==> config.mk <==
export PLATFORM = sky130hd
export DESIGN_NAME = mux_sel_arbiter
export DESIGN_NICKNAME = d
export VERILOG_FILES = /design/src/rtl/mux_sel_arbiter.sv
export SDC_FILE = /design/constraint.sdc
export NUM_CORES = 1
export LEC_CHECK = 0
export ABC_AREA = 0
export CORE_MARGIN = 5
export CORE_UTILIZATION = 43
export DETAILED_ROUTE_END_ITERATION = 10
export PLACE_DENSITY = 0.74
export SLEW_MARGIN = 10
export SYNTH_ARGS = -nofsm -noshare
export SYNTH_HDL_FRONTEND = slang
export SYNTH_SLANG_ARGS = --single-unit
==> constraint.sdc <==
create_clock -name clk -period 2 [get_ports clk]
set_clock_uncertainty 0.15 [all_clocks]
set_input_delay 0.5 -clock clk [delete_from_list [all_inputs] [get_ports clk]]
set_output_delay 0.5 -clock clk [all_outputs]
set_load 0.005 [all_outputs]
==> src/rtl/mux_sel_arbiter.sv <==
// mux_sel_arbiter: registered two-source round-robin arbiter.
// Drives the select of the downstream 2:1 data mux.
// Captures the granted word into one output register with a valid/ready handshake.
// A per-grant burst limit keeps the two sources fair under continuous contention.
module mux_sel_arbiter #(
    parameter int WIDTH     = 8,
    parameter int MAX_BURST = 4
) (
    input  logic             clk,
    input  logic             rst,
    input  logic             req0,
    input  logic             req1,
    input  logic [WIDTH-1:0] d0,
    input  logic [WIDTH-1:0] d1,
    output logic             rdy0,
    output logic             rdy1,
    output logic             s0,
    output logic             out_valid,
    output logic [WIDTH-1:0] out_data,
    input  logic             out_ready
);

    localparam logic [1:0] IDLE   = 2'd0;
    localparam logic [1:0] GRANT0 = 2'd1;
    localparam logic [1:0] GRANT1 = 2'd2;

    // Count value of the last transfer a grant may make while the other source waits
    localparam logic [7:0] LAST_COUNT = 8'(MAX_BURST - 1);

    logic [1:0]       r_state;
    logic [1:0]       w_nextState;
    logic [7:0]       r_count;
    logic [7:0]       w_nextCount;
    logic             r_last;
    logic             r_s0;
    logic             r_outValid;
    logic [WIDTH-1:0] r_outData;

    logic             w_space;
    logic             w_rdy0;
    logic             w_rdy1;
    logic             w_xfer0;
    logic             w_xfer1;
    logic             w_burstEnd;

    assign w_space    = !r_outValid || out_ready;
    assign w_rdy0     = (r_state == GRANT0) && w_space;
    assign w_rdy1     = (r_state == GRANT1) && w_space;
    assign w_xfer0    = req0 && w_rdy0;
    assign w_xfer1    = req1 && w_rdy1;
    assign w_burstEnd = (r_count == LAST_COUNT);

    assign rdy0      = w_rdy0;
    assign rdy1      = w_rdy1;
    assign s0        = r_s0;
    assign out_valid = r_outValid;
    assign out_data  = r_outData;

    // Next grant and burst count; the count only moves on an actual transfer
    always_comb begin
        w_nextState = r_state;
        w_nextCount = r_count;
        case (r_state)
            IDLE: begin
                w_nextCount = '0;
                if (req0 && req1) begin
                    w_nextState = r_last ? GRANT0 : GRANT1;
                end else if (req0) begin
                    w_nextState = GRANT0;
                end else if (req1) begin
                    w_nextState = GRANT1;
                end
            end
            GRANT0: begin
                if (w_xfer0) begin
                    if (w_burstEnd) begin
                        w_nextCount = '0;
                        if (req1) begin
                            w_nextState = GRANT1;
                        end
                    end else begin
                        w_nextCount = r_count + 8'd1;
                    end
                end else if (!req0) begin
                    w_nextCount = '0;
                    w_nextState = req1 ? GRANT1 : IDLE;
                end
            end
            GRANT1: begin
                if (w_xfer1) begin
                    if (w_burstEnd) begin
                        w_nextCount = '0;
                        if (req0) begin
                            w_nextState = GRANT0;
                        end
                    end else begin
                        w_nextCount = r_count + 8'd1;
                    end
                end else if (!req1) begin
                    w_nextCount = '0;
                    w_nextState = req0 ? GRANT0 : IDLE;
                end
            end
            default: begin
                w_nextState = IDLE;
                w_nextCount = '0;
            end
        endcase
    end

    // Grant state, burst count, select and round-robin history
    always_ff @(posedge clk or posedge rst) begin
        if (rst) begin
            r_state <= IDLE;
            r_count <= '0;
            r_s0    <= 1'b0;
            r_last  <= 1'b1;
        end else begin
            r_state <= w_nextState;
            r_count <= w_nextCount;
            if (w_nextState == GRANT0) begin
                r_s0 <= 1'b0;
            end else if (w_nextState == GRANT1) begin
                r_s0 <= 1'b1;
            end
            if (w_xfer0) begin
                r_last <= 1'b0;
            end else if (w_xfer1) begin
                r_last <= 1'b1;
            end
        end
    end

    // Output register: a load wins over a consume so back-to-back words flow at full rate
    always_ff @(posedge clk or posedge rst) begin
        if (rst) begin
            r_outValid <= 1'b0;
            r_outData  <= '0;
        end else if (w_xfer0) begin
            r_outValid <= 1'b1;
            r_outData  <= d0;
        end else if (w_xfer1) begin
            r_outValid <= 1'b1;
            r_outData  <= d1;
        end else if (out_ready) begin
            r_outValid <= 1'b0;
        end
    end

endmodule

Word-level counts from Yosys, hierarchy flattened

Index checks and enable logic that the tools add are counted.

Register bits: 21
Input bits: 21
Output and inout port bits: 12
Word-level logic and storage cells: 55

Add/sub/neg operators: 1
Eq/ne operators: 7
Multiplexer cells: 29
Reduce and logical (&&, ||, !) cells: 12

Operators by type and width:

| cell                                                                  | number |
|---|---|
| 8-bit two-way mux                                                     | 7 |
| 2-bit two-way mux                                                     | 12 |
| 8-bit case mux with 2 select lines                                    | 1 |
| 8-bit by 1-bit adder with 8-bit output, second input constant         | 1 |
| 8-bit by 2-bit equality test with 1-bit output, second input constant | 1 |
| 1-bit two-way mux                                                     | 8 |
| 3-bit != test, second input constant                                  | 2 |
| 2-bit case mux with 3 select lines                                    | 1 |
| 1-bit logical AND                                                     | 5 |
| 2-bit by 1-bit equality test with 1-bit output, second input constant | 2 |
| 2-bit equality test, second input constant                            | 2 |
| 2-bit nonzero test                                                    | 2 |
| 3-bit nonzero test                                                    | 1 |
| 2-bit logical NOT                                                     | 1 |
| 2-bit AND reduction                                                   | 1 |
| 1-bit logical NOT                                                     | 1 |
| 1-bit logical OR                                                      | 1 |

Longest topological paths before layout

Gate-level depths: netlist of the first run.

Depth after elaboration: 9
Mapped depth: 9
Depth with buffers taken out: 8

Worst setup path before layout of the first run

OpenSTA, ideal clock, no wires.

Path type: input port to flip-flop
Start point: in req1
End point: reg r_s0 (netlist: s0)
Arrival: 1.744 ns
Setup slack: -0.016 ns
Stages on the path: 6
Path buffers: 1
Cells stage by stage: buf_2 -> mux2_2 -> a221oi_1 -> a21oi_1 -> ha_1 -> mux2i_1

Cells in the longest elaborated chain, start to end: 6
Elaborated cells on any way between the ends: 16

RTL lines:

| item                                                                                         | line     | text |
|---|---|---|
| start: declaration                                                                           | 12       | `input logic req1,` |
| 2-bit two-way mux                                                                            | 70, 78   |  |
| 2-bit two-way mux, on equally long branches                                                  | 76, 68   |  |
| 2-bit two-way mux, on equally long branches                                                  | 75, 66   |  |
| 2-bit case mux with 3 select lines *                                                         | 63       | `case (r_state)` |
| via w_nextState[0]                                                                           | 31       | `logic [1:0] w_nextState;` |
| 2-bit by 1-bit equality test with 1-bit output / 2-bit equality test (equally long branches) | 121, 123 |  |
| 1-bit two-way mux / 2-bit nonzero test (equally long branches)                               | --       |  |
| end signal: assignment                                                                       | 116      | `r_s0 <= 1'b0;` |
| end signal: assignment                                                                       | 122      | `r_s0 <= 1'b0;` |
| end signal: assignment                                                                       | 124      | `r_s0 <= 1'b1;` |
| end: declaration                                                                             | 35       | `logic r_s0;` |

The timed path passes the listed nets; every way through them passes the cells marked *.
A chain may end at the register's enable or synchronous reset.

Worst setup path in the final report of the first run

Start point: reg r_count[1]
End point: reg r_s0 (netlist: s0)

Cells in the longest elaborated chain, start to end: 6
Elaborated cells on any way between the ends: 10

RTL lines:

| item                                                                                         | line     | text |
|---|---|---|
| start: declaration                                                                           | 32       | `logic [7:0] r_count;` |
| start signal: assignment                                                                     | 120      | `r_count <= w_nextCount;` |
| 8-bit by 2-bit equality test with 1-bit output *                                             | 51       | `assign w_burstEnd = (r_count == LAST_COUNT);` |
| 2-bit two-way mux, on equally long branches                                                  | 91, 76   |  |
| 2-bit two-way mux, on equally long branches                                                  | 90, 75   |  |
| 2-bit case mux with 3 select lines *                                                         | 63       |  |
| 2-bit by 1-bit equality test with 1-bit output / 2-bit equality test (equally long branches) | 121, 123 |  |
| 1-bit two-way mux / 2-bit nonzero test (equally long branches)                               | --       |  |

Mark *: on every way between the ends. The rest lies on a longest branch, timed or not.

==> results of run 1 <==
-- state kept, by name, indices dropped and copies added (netlist names) --
register / cells
out_valid: 1
r_count: 8
out_data: 8
r_last: 1
r_state: 2
s0: 1
-- timing repair --
item / in CTS / in global routing
buffers inserted: 2 / 0
endpoints found under the setup margin: 3 / 5
pin swaps: 2 / 1
gates resized for setup: 9 / 12
-- where the power goes --
| group | total, mW | internal, mW | switching, mW |
|---|---|---|---|
| registers | 0.670 | 0.571 | 0.0993 |
| logic | 1.21 | 0.674 | 0.534 |
| clock network | 0.206 | 0.0748 | 0.132 |
-- cells by family (layout without fill, tap and decap cells) --
kind of cell / count (synthesis) / in the layout / share of synthesized area [%]
flip-flops: 21 / 21 / 40.9
XOR/XNOR: 2 / 2 / 1.36
adder cells (fa/ha/maj): 6 / 6 / 5.83
AO/OA/AOI/OAI: 38 / 38 / 20.3
buffers and inverters: 10 / 73 / 3.50
AND/OR/NAND/NOR: 47 / 47 / 19.4
multiplexers: 11 / 11 / 8.65
-- worst min-delay path: stages --
cell	delay [ps]
clkdlybuf4s50_1	390
inv_1	50
buf_4	270
-- cell type report --
cell class | count | share of cell area (%)
tap | 31 | 2.00
inverter | 4 | 0.775
timing repair buffer | 65 | 28.7
sequential | 21 | 27.3
clock buffer | 3 | 1.16
clock inverter | 1 | 0.258
multi-input combinational | 104 | 39.8
-- worst max-delay path by stage --
stage	from	endpoint	depth (start not counted)
after detailed placement	out_ready	s0	8
after floorplan	r_count[0]	s0	7
after global routing	r_count[0]	s0	7
final	r_count[1]	s0	7
after CTS	r_count[1]	s0	7
after global placement	out_ready	rdy0	4
-- metal layers --
| layer | GRT usage [%] | vias up | wire [µm] |
|---|---|---|---|
| met1 | 19.7 | 611 | 1420 |
| met2 | 31.7 | 29 | 1880 |
| li1 | - | 620 | - |
| met4 | 9.23 | 0 | 82 |
| met5 | 0 | - | 0 |
| met3 | 3.28 | 11 | 132 |
-- metrics by stage --
stage	setup WS (ps)	setup TNS (ps)	hold WS, ps
global placement	-432	-4160	315
CTS	-140	-279	342
global route	-257	-257	384
detailed placement	-483	-4780	329
finish	-123	-123	349
floorplan	19.6	0	323
-- cells in the final DEF (no fill, tap or decap), types with 3 or more instances in the layout --
master           count
buf_4               33
clkdlybuf4s50_1     29
dfrtp_1             18
a21oi_1             12
nand2_1             11
nor2_1              11
mux2i_1             10
nand3_1              9
o21ai_0              6
a31oi_1              5
and3_1               3
ha_4                 3
clkbuf_4             3
==> impl_metrics.tcl, run 1 <==
set metrics [dict create \
    synthFlopType "dfrtp_1" \
    path_clk_slew_ps 120 \
    place_area_mm2 0.00185 \
    grt_antenna_before_repair 0 \
    cp.required_ps 2090 \
    hold_viol 0 \
    root_buffer "clkbuf_4" \
    synth_edf_count 0 \
    route.detailed.drc 0 \
    final_util_pct 69.1 \
    r2r_end "s0" \
    power_mw 2.08 \
    grt.total_usage_pct 17.6 \
    reg2reg_depth 7 \
    ys_types 41 \
    final_nets 226 \
    drt_iter0_markers 58 \
    ioPinCount 33 \
    overflow 0 \
    crit_arrival_ps 2210 \
    finalSetupViolations 1 \
    cts_hold_buf 0 \
    relSlewSlack_pct 74.1 \
    initial_core_util_pct 45.9 \
    synth_seq_area_share_pct 40.9 \
    final_cell_area_mm2 0.00194 \
    row_count 19 \
    coreArea_mm2 0.00281 \
    fin_ws_ps -123 \
    min_period_over_period_pct 106 \
    clk_latency_ps 310 \
    async_flop_share_pct 100 \
    tritoncts.num_buffers 3 \
    synth_common_cells "dfrtp_1 (20), a21oi_1 (12), nand2_1 (12), nor2_1 (11), mux2i_1 (10)" \
    drv_cap 0 \
    critPathLaunchType "flop" \
    grt_start_max_net_pins 22 \
    slowest_stage "dfrtp_1" \
    nFillCells 220 \
    synth-seq-cells 21 \
    drive_gt1_share_pct 28.8 \
    gp_congestion 0.920 \
    fmax_mhz 471 \
    yosysWarnings 0 \
    via_per_inst 5.55 \
    h-tree-depth 1 \
    cp.buffers_inverters 0 \
    post-dp-hpwl_um 2770 \
    synth_area_leaders "dfrtp_1 (39%), mux2i_1 (7.8%), ha_1 (5.8%), a21oi_1 (4.7%), nand3_1 (3.5%)" \
    clockBufferDepth 2 \
    multi_input_area_um2 771 \
    cp_top_family "adder cells" \
    die_area_mm2 0.00419 \
    powerDensity_mw_per_mm2 1080 \
    grt_pass1_wl_um 5810 \
    drt-total-wl_um 3520 \
    fin_cells 229 \
    dieWidth_um 64.7 \
    synthesis.area_mm2 0.00129 \
    leakage_nw 0.847 \
    cpPeakStageDelay_ps 380 \
    synth_nets 162 \
    seq_area_um2 529 \
    placed_cells 223 \
    violations "setup timing" \
    ant_nets 0 \
    avgSynthCellArea_um2 9.54 \
    dr.pass1.iters 4 \
    hold_path.class "in -> async" \
    antenna_cells 0 \
    crit_path_cell_trace "ha_2 -> nor4b_4 -> nand3_1 -> o311ai_2 -> a21oi_1 -> ha_1 -> mux2i_1" \
    syn_inst 135 \
    cts.sinks 21 \
    crit_path_max_fanout 5 \
    worst_pin_slew_ps 388 \
    finalMaxSlewViolations 0 \
    yosysMostFrequentCell "dfrtp_1" \
    criticalPathCategory "reg -> reg" \
    synth_top_area_share_pct 38.9 \
    endpoint_kind "flop" \
    rsz0062_at_grt "true" \
    outcome "complete, but fails checks" \
    r2r_start "r_count[1]" \
    port_buffers 32 \
    synth_top_area_cell "dfrtp_1" \
    area_growth_pct 50.5 \
    cts_tree "done" \
    vias 1271 \
    die_y_um 64.7 \
    ir_drop_mv 0.518 \
    reg2reg_slack_ps -120 \
    fin_crit_ps 2120 \
    avgRoutedWirePerCell_um 15.4 \
    grt_pass1_vias 1331 \
]
Note: power is estimated with default switching activity, not from simulation.
==> inputs of run 2 (changes only) <==
Settings changed: CORE_UTILIZATION 43 to 48, PLACE_DENSITY 0.74 to 0.79.
Clock period 2 ns to 2.4 ns, I/O delays scaled along.
==> run 2 against run 1 <==
  * Global-route usage rose by 0.63 points
  * Setup slack better by 190 ps
  * Critical path type is now in -> out
  * Sequential power is 18% lower
  * Largest cell class unchanged
  * Cell count shrank 9.2%
  * Flip-flop and latch count unchanged
  * The flow now finishes without violations
  * Non-clock buffer count fell by 20
  * Register-to-register slack improved by 320 ps
==> impl_metrics.tcl, run 2 (same netlist as run 1, synthesis figures left out) <==
set metrics [dict create \
    outcome "finished clean" \
    path_clk_slew_ps 120 \
    grt_start_max_net_pins 16 \
    h-tree-depth 1 \
    drive_gt1_share_pct 15.2 \
    vias 1203 \
    die_y_um 61.8 \
    ir_drop_mv 0.671 \
    seq_area_um2 527 \
    crit_path_cell_trace "clkdlybuf4s50_1 -> nand2b_4 -> and2_1 -> dlygate4sd2_1" \
    via_per_inst 5.78 \
    grt_pass1_vias 1154 \
    area_growth_pct 35.8 \
    gp_congestion 0.845 \
    post-dp-hpwl_um 2510 \
    placed_cells 204 \
    antenna_cells 0 \
    slowest_stage "clkdlybuf4s50_1" \
    avgRoutedWirePerCell_um 15.4 \
    clk_latency_ps 310 \
    fin_ws_ps 70.1 \
    layout_commonest_cell "clkdlybuf4s50_1" \
    cp_top_family "buffers and inverters" \
    drt_iter0_markers 68 \
    final_nets 206 \
    crit_path_max_fanout 3 \
    endpoint_kind "output port" \
    grt_pass1_wl_um 5170 \
    worst_pin_slew_ps 410 \
    finalSetupViolations 0 \
    coreArea_mm2 0.00252 \
    hold_viol 0 \
    initial_core_util_pct 51.0 \
    dieWidth_um 61.8 \
    cts.sinks 21 \
    crit_arrival_ps 1580 \
    rsz0062_at_grt "false" \
    powerDensity_mw_per_mm2 921 \
    critPathLaunchType "input pin" \
    cp.required_ps 1650 \
    port_buffers 32 \
    ant_nets 0 \
    power_mw 1.61 \
    finalMaxSlewViolations 0 \
    criticalPathCategory "in -> out" \
    reg2reg_slack_ps 200 \
    hold_path.class "reg -> reg" \
    grt.total_usage_pct 18.3 \
    layout_common_cells "clkdlybuf4s50_1 (30), dfrtp_1 (20), buf_4 (13)" \
    cts_tree "done" \
    grt_antenna_before_repair 0 \
    drt-total-wl_um 3200 \
    clockBufferDepth 2 \
    ioPinCount 33 \
    multi_input_area_um2 726 \
    overflow 0 \
    fin_crit_ps 2330 \
    nFillCells 214 \
    root_buffer "clkbuf_4" \
    leakage_nw 0.748 \
    row_count 18 \
    tritoncts.num_buffers 3 \
    dp_slack_ps -211 \
    fmax_mhz 429 \
    cp.buffers_inverters 2 \
    cts_hold_buf 0 \
    dr.pass1.iters 4 \
    die_area_mm2 0.00382 \
    min_period_over_period_pct 97.1 \
    final_util_pct 69.3 \
    cpPeakStageDelay_ps 420 \
    relSlewSlack_pct 72.6 \
    fin_cells 208 \
    route.detailed.drc 0 \
    drv_cap 0 \
    fin_hold_ws_ps 350 \
]
[run 2: area by class of cell]
cell class / instances / area share (%)
clock buffers: 3 / 1.29
flip-flops and latches: 21 / 30.1
well taps: 30 / 2.15
multi-input cells: 104 / 41.5
repair buffers: 45 / 23.8
inverters: 4 / 0.859
clock inverters: 1 / 0.286
[run 2: tightest hold or removal path, cell delays in order, from the launching register on]
cell     delay [ps]
dfrtp_1         360
nand2_1          40
o21ai_0          60
[run 2: worst paths after layout]
check | startpoint | endpoint | cells after the start
hold / removal | out_data[0] | out_data[0] | 2
min in group asynchronous | rst | out_data[1] | 2
setup reg to reg | r_count[0] | s0 | 7
setup / recovery | out_ready | rdy0 | 4
max in group asynchronous | rst | s0 | 3
hold reg to reg | out_data[0] | out_data[0] | 2
[run 2: metrics by stage]
stage | instance area, µm² | setup TNS (ps)
2_1_floorplan | 1290 | 0
3_5_place_dp | 1710 | -564
5_1_grt | 1750 | 0
4_1_cts | 1750 | 0
6_report | 1750 | 0
3_3_place_gp | 1710 | -469
[run 2: repair_timing]
item	in CTS	in global routing
endpoints found under the hold margin	0	0
setup endpoints to repair	2	1
resized for setup	3	1
buffers inserted	0	0
[run 2: routing by layer]
metal / GRT usage (%) / part of all wire [%] / vias up
li1: - / - / 580
met5: 0 / 0 / -
met1: 23.1 / 41 / 561
met2: 30.2 / 50 / 49
met3: 2.27 / 5.3 / 13
met4: 10.0 / 3.4 / 0
[run 2: report_power, final]
part	total [mW]	switching (mW)	leakage (nW)	internal [mW]
Combinational	0.883	0.404	0.469	0.479
Clock	0.178	0.116	0.0177	0.0624
Sequential	0.549	0.0757	0.261	0.473
==> variant 1: new RTL, flow settings as in run 2 <==
Make the reset (`rst`) synchronous in 2 clocked blocks.
--- a/src/rtl/mux_sel_arbiter.sv
+++ b/src/rtl/mux_sel_arbiter.sv
@@ -109,7 +109,7 @@
     end
 
     // Grant state, burst count, select and round-robin history
-    always_ff @(posedge clk or posedge rst) begin
+    always_ff @(posedge clk) begin
         if (rst) begin
             r_state <= IDLE;
             r_count <= '0;
@@ -132,7 +132,7 @@
     end
 
     // Output register: a load wins over a consume so back-to-back words flow at full rate
-    always_ff @(posedge clk or posedge rst) begin
+    always_ff @(posedge clk) begin
         if (rst) begin
             r_outValid <= 1'b0;
             r_outData  <= '0;
Check against the original RTL: differs if rst is asserted again (counterexample within 4 cycles, from zero or initial values and one cycle with rst high); with rst held inactive, the same outputs for 10 cycles.
==> variant 1 against run 2 <==
- sequential cell count stayed put
- design area is 7.9% lower
- cell count is 0.96% lower
- area after synthesis is 8.4% lower
- critical path type unchanged
- highest routed layer unchanged
- worst setup slack worse by 11 ps
- via count is 5.8% lower
- routed wire length is 16% lower
Power is not compared: it rests on default switching activity, and its combinational part moved more than twofold at a synthesized area within 25%.
==> variant 1: results <==
export IMPL_wl_um=2690
export IMPL_seq_share_pct=26.1
export IMPL_utilization_pct=66.8
export IMPL_seq_cells=21
export IMPL_status="complete, no violations"
export IMPL_vias=1133
export IMPL_yosys_top_cells_count="23 x nor2_1, 21 x dfxtp_1, 10 x a21oi_1"
export IMPL_dp_hpwl_um=2120
export IMPL_final_area_um2=1610
export IMPL_bufAreaShareNonClock_pct=24.3
export IMPL_wire_per_inst_um=13.1
export IMPL_synthAdderAreaFrac_pct=5.30
export IMPL_synth_compound_area_share_pct=19.7
export IMPL_grt_pass1_wl_um=4440
export IMPL_track_usage_pct=16.2
export IMPL_buffers=40
export IMPL_grt_util_met3_pct=6.32
export IMPL_synth_cells=140
export IMPL_nets=203
export IMPL_nMultiInputCombCells=108
export IMPL_whs_endpoint="s0"
export IMPL_worst_pin_slew_ps=370
export IMPL_met2_usage_pct=26.8
export IMPL_synth_mux_area_share_pct=7.74
export IMPL_synthXorXnorAreaFrac_pct=0
export IMPL_place_gp_congestion=0.779
export IMPL_r2r_slack_ps=330
export IMPL_drtIter0Drc=45
export IMPL_inv_count=3
[variant 1: cell count changes after synthesis, moves of 5 or more]
cell      before  now
dfxtp_1        0   21
dfrtp_1       20    0
nor2_1        11   23
a211oi_1       1    8
nand2_1       12    6
a31oi_1        5    0
clkbuf_1       0    5
[variant 1: cells by family after synthesis]
group           after synthesis
compound gates               34
flops                        21
buf+inv                      11
simple gates                 60
fa+ha+maj                     5
mux                           9
[variant 1: repair_timing]
item | CTS | global route
hold endpoints to repair | 0 | 0
gates resized for setup | 3 | 0
endpoints found under the setup margin | 2 | 0
[variant 1: worst max-delay path by stage]
| stage | startpoint | endpoint | slack (ps) |
|---|---|---|---|
| CTS | out_ready | rdy1 | 60 |
| global route | r_state[0] | rdy1 | 20 |
| finish | out_ready | rdy1 | 60 |
| global placement | out_ready | rdy1 | -210 |
| floorplan | out_ready | s0 | 340 |
| detailed placement | out_ready | rdy1 | -220 |
==> variant 2: new RTL, flow settings as in run 2 <==
Without the edit above. The parameter `WIDTH` goes from 8 to 9.
--- a/src/rtl/mux_sel_arbiter.sv
+++ b/src/rtl/mux_sel_arbiter.sv
@@ -3,7 +3,7 @@
 // Captures the granted word into one output register with a valid/ready handshake.
 // A per-grant burst limit keeps the two sources fair under continuous contention.
 module mux_sel_arbiter #(
-    parameter int WIDTH     = 8,
+    parameter int WIDTH     = 9,
     parameter int MAX_BURST = 4
 ) (
     input  logic             clk,
Ports: changed (resized d0, d1 and out_data); port bits go from 33 to 36. The function was not compared with the original's and may differ.
==> variant 2 against run 2 <==
- the flow now finishes with violations (setup timing)
- design area grew 12%
- total power grew 15%
- worst setup slack lost 170 ps
- sequential cell count grew 1
- largest cell class unchanged
- routed wire length grew 21%
- area after synthesis shrank 2.8%
- non-clock buffer count grew 24
- cell count grew 14%
- count of clock-buffer cells in the layout is the same
- critical path depth grew 3
==> variant 2: results <==
export IMPL_nets=238
export IMPL_hold_class="reg2reg"
export IMPL_tns_ps=-100
export IMPL_vias=1376
export IMPL_crit_arrival_ps=2600
export IMPL_ys_warnings_count=0
export IMPL_timing_final_ws_setup_ps=-100
export IMPL_reg2reg_to="s0"
export IMPL_largest_reg_flops=9
export IMPL_postSynth_asyncResetShare_pct=100
export IMPL_synthTopCellsByArea="dfrtp_1 42%, ha_1 6.0%, nand2_1 4.8%"
export IMPL_crit_path_max_fanout=3
export IMPL_place_gp_congestion=0.889
export IMPL_cellLeakagePower_nw=0.922
export IMPL_start_kind="register"
export IMPL_worst_pin_slew_ps=470
export IMPL_first_global_vias=1485
export IMPL_h_tree_depth=1
export IMPL_ys_flop_type="dfrtp_1"
export IMPL_clock_latency_ps=330
export IMPL_root_buffer="clkbuf_4"
export IMPL_track_usage_pct=22.7
export IMPL_yosys_top_cells_count="21 x dfrtp_1, 16 x nand2_1, 12 x nor2_1"
export IMPL_worst_ir_drop_vdd_mv=0.727
export IMPL_timing_rr_start="r_count[1]"
export IMPL_grt_pass1_wl_um=6400
export IMPL_wire_per_inst_um=16.2
export IMPL_cp_top_family="simple AND/OR/NAND/NOR gates"
export IMPL_endpoint="s0"
export IMPL_numCtsBuffers=3
export IMPL_crit_slowest_cell="or4b_4"
export IMPL_critPathMaxStageDelay_ps=460
export IMPL_grt_max_degree=15
export IMPL_clockBufferDepth=2
export IMPL_drtIter0Drc=50
export IMPL_ys_types=33
export IMPL_violations="setup timing"
export IMPL_ff2ff_path_depth=7
export IMPL_port_buffers=35
export IMPL_synth_fp_nets=167
export IMPL_clk_pin_slew_ps=140
export IMPL_antenna_cells=0
export IMPL_finalSetupViolations=1
export IMPL_drive_gt1_share_pct=24.5
export IMPL_status="complete, but fails checks"
export IMPL_grt_antenna_before_repair=0
export IMPL_firstDrtPassIters=4
export IMPL_ys_seq_area_share_pct=44.1
export IMPL_dp_hpwl_um=2830
variant 2: timing repair:
| item | in CTS | in global routing |
|---|---|---|
| gates cloned | 0 | 0 |
| setup buffers | 6 | 3 |
| setup endpoints to repair | 3 | 7 |
| endpoints found under the hold margin | 0 | 0 |
| pin swaps | 4 | 2 |
| gates resized for setup | 3 | 4 |
variant 2: worst min path at each step:
stage                     start          end  slack (ps)  cells after the start
finish              out_data[5]  out_data[5]         360                      2
global route        out_data[5]  out_data[5]         390                      2
CTS                 out_data[5]  out_data[5]         360                      2
detailed placement  out_data[5]  out_data[5]         330                      2
global placement    out_data[5]  out_data[5]         310                      2
floorplan           out_data[1]  out_data[1]         320                      2
variant 2: worst reg2reg max path, stage by stage, from the launching register on:
cell and delay, ps:
dfrtp_1 380, ha_2 190, or4b_4 460, or4_4 450, a32oi_2 220, a21oi_2 90, ha_1 310, mux2i_1 180
variant 2: cell families (layout without fill, tap and decap cells):
logic type,Yosys count,after routing,share of synthesized area [%]
mux,6,6,4.90
buf+inv,10,80,3.20
fa+ha+maj,6,6,6.00
simple gates,59,59,24.2
compound gates,35,35,17.6
flops,22,22,44.1
variant 2: final cells by class:
type	instances	area (um^2)
Fill cell	171	518
Inverter	7	26.3
Multi-Input combinational cell	106	688
Timing Repair Buffer	69	603
Clock inverter	1	30.0
Clock buffer	3	22.5
Sequential cell	22	552
Tap cell	30	37.5
variant 2: metrics by stage:
stage          cell area [um^2]  std cells  hold WS [ps]  worst slack [ps]
2_1_floorplan              1250        138           323             -19.9
3_3_place_gp               1820        226           312              -267
3_5_place_dp               1820        226           330              -309
4_1_cts                    1930        236           362             -74.8
5_1_grt                    1960        238           390              -197
6_report                   1960        238           357              -100
variant 2: power by group:
part / internal [mW] / switching, mW / leakage (nW) / total (mW)
sequential: 0.495 / 0.0845 / 0.274 / 0.579
combinational: 0.532 / 0.445 / 0.620 / 0.976
clock: 0.169 / 0.124 / 0.0279 / 0.294
total: 1.20 / 0.653 / 0.922 / 1.85
variant 2: routing by layer:
metal,vias up,track usage (%),wire length (um)
li1,646,-,-
met5,-,0,0
met2,49,40.0,2020
met3,9,3.77,233
met1,672,27.4,1510
met4,0,9.29,99
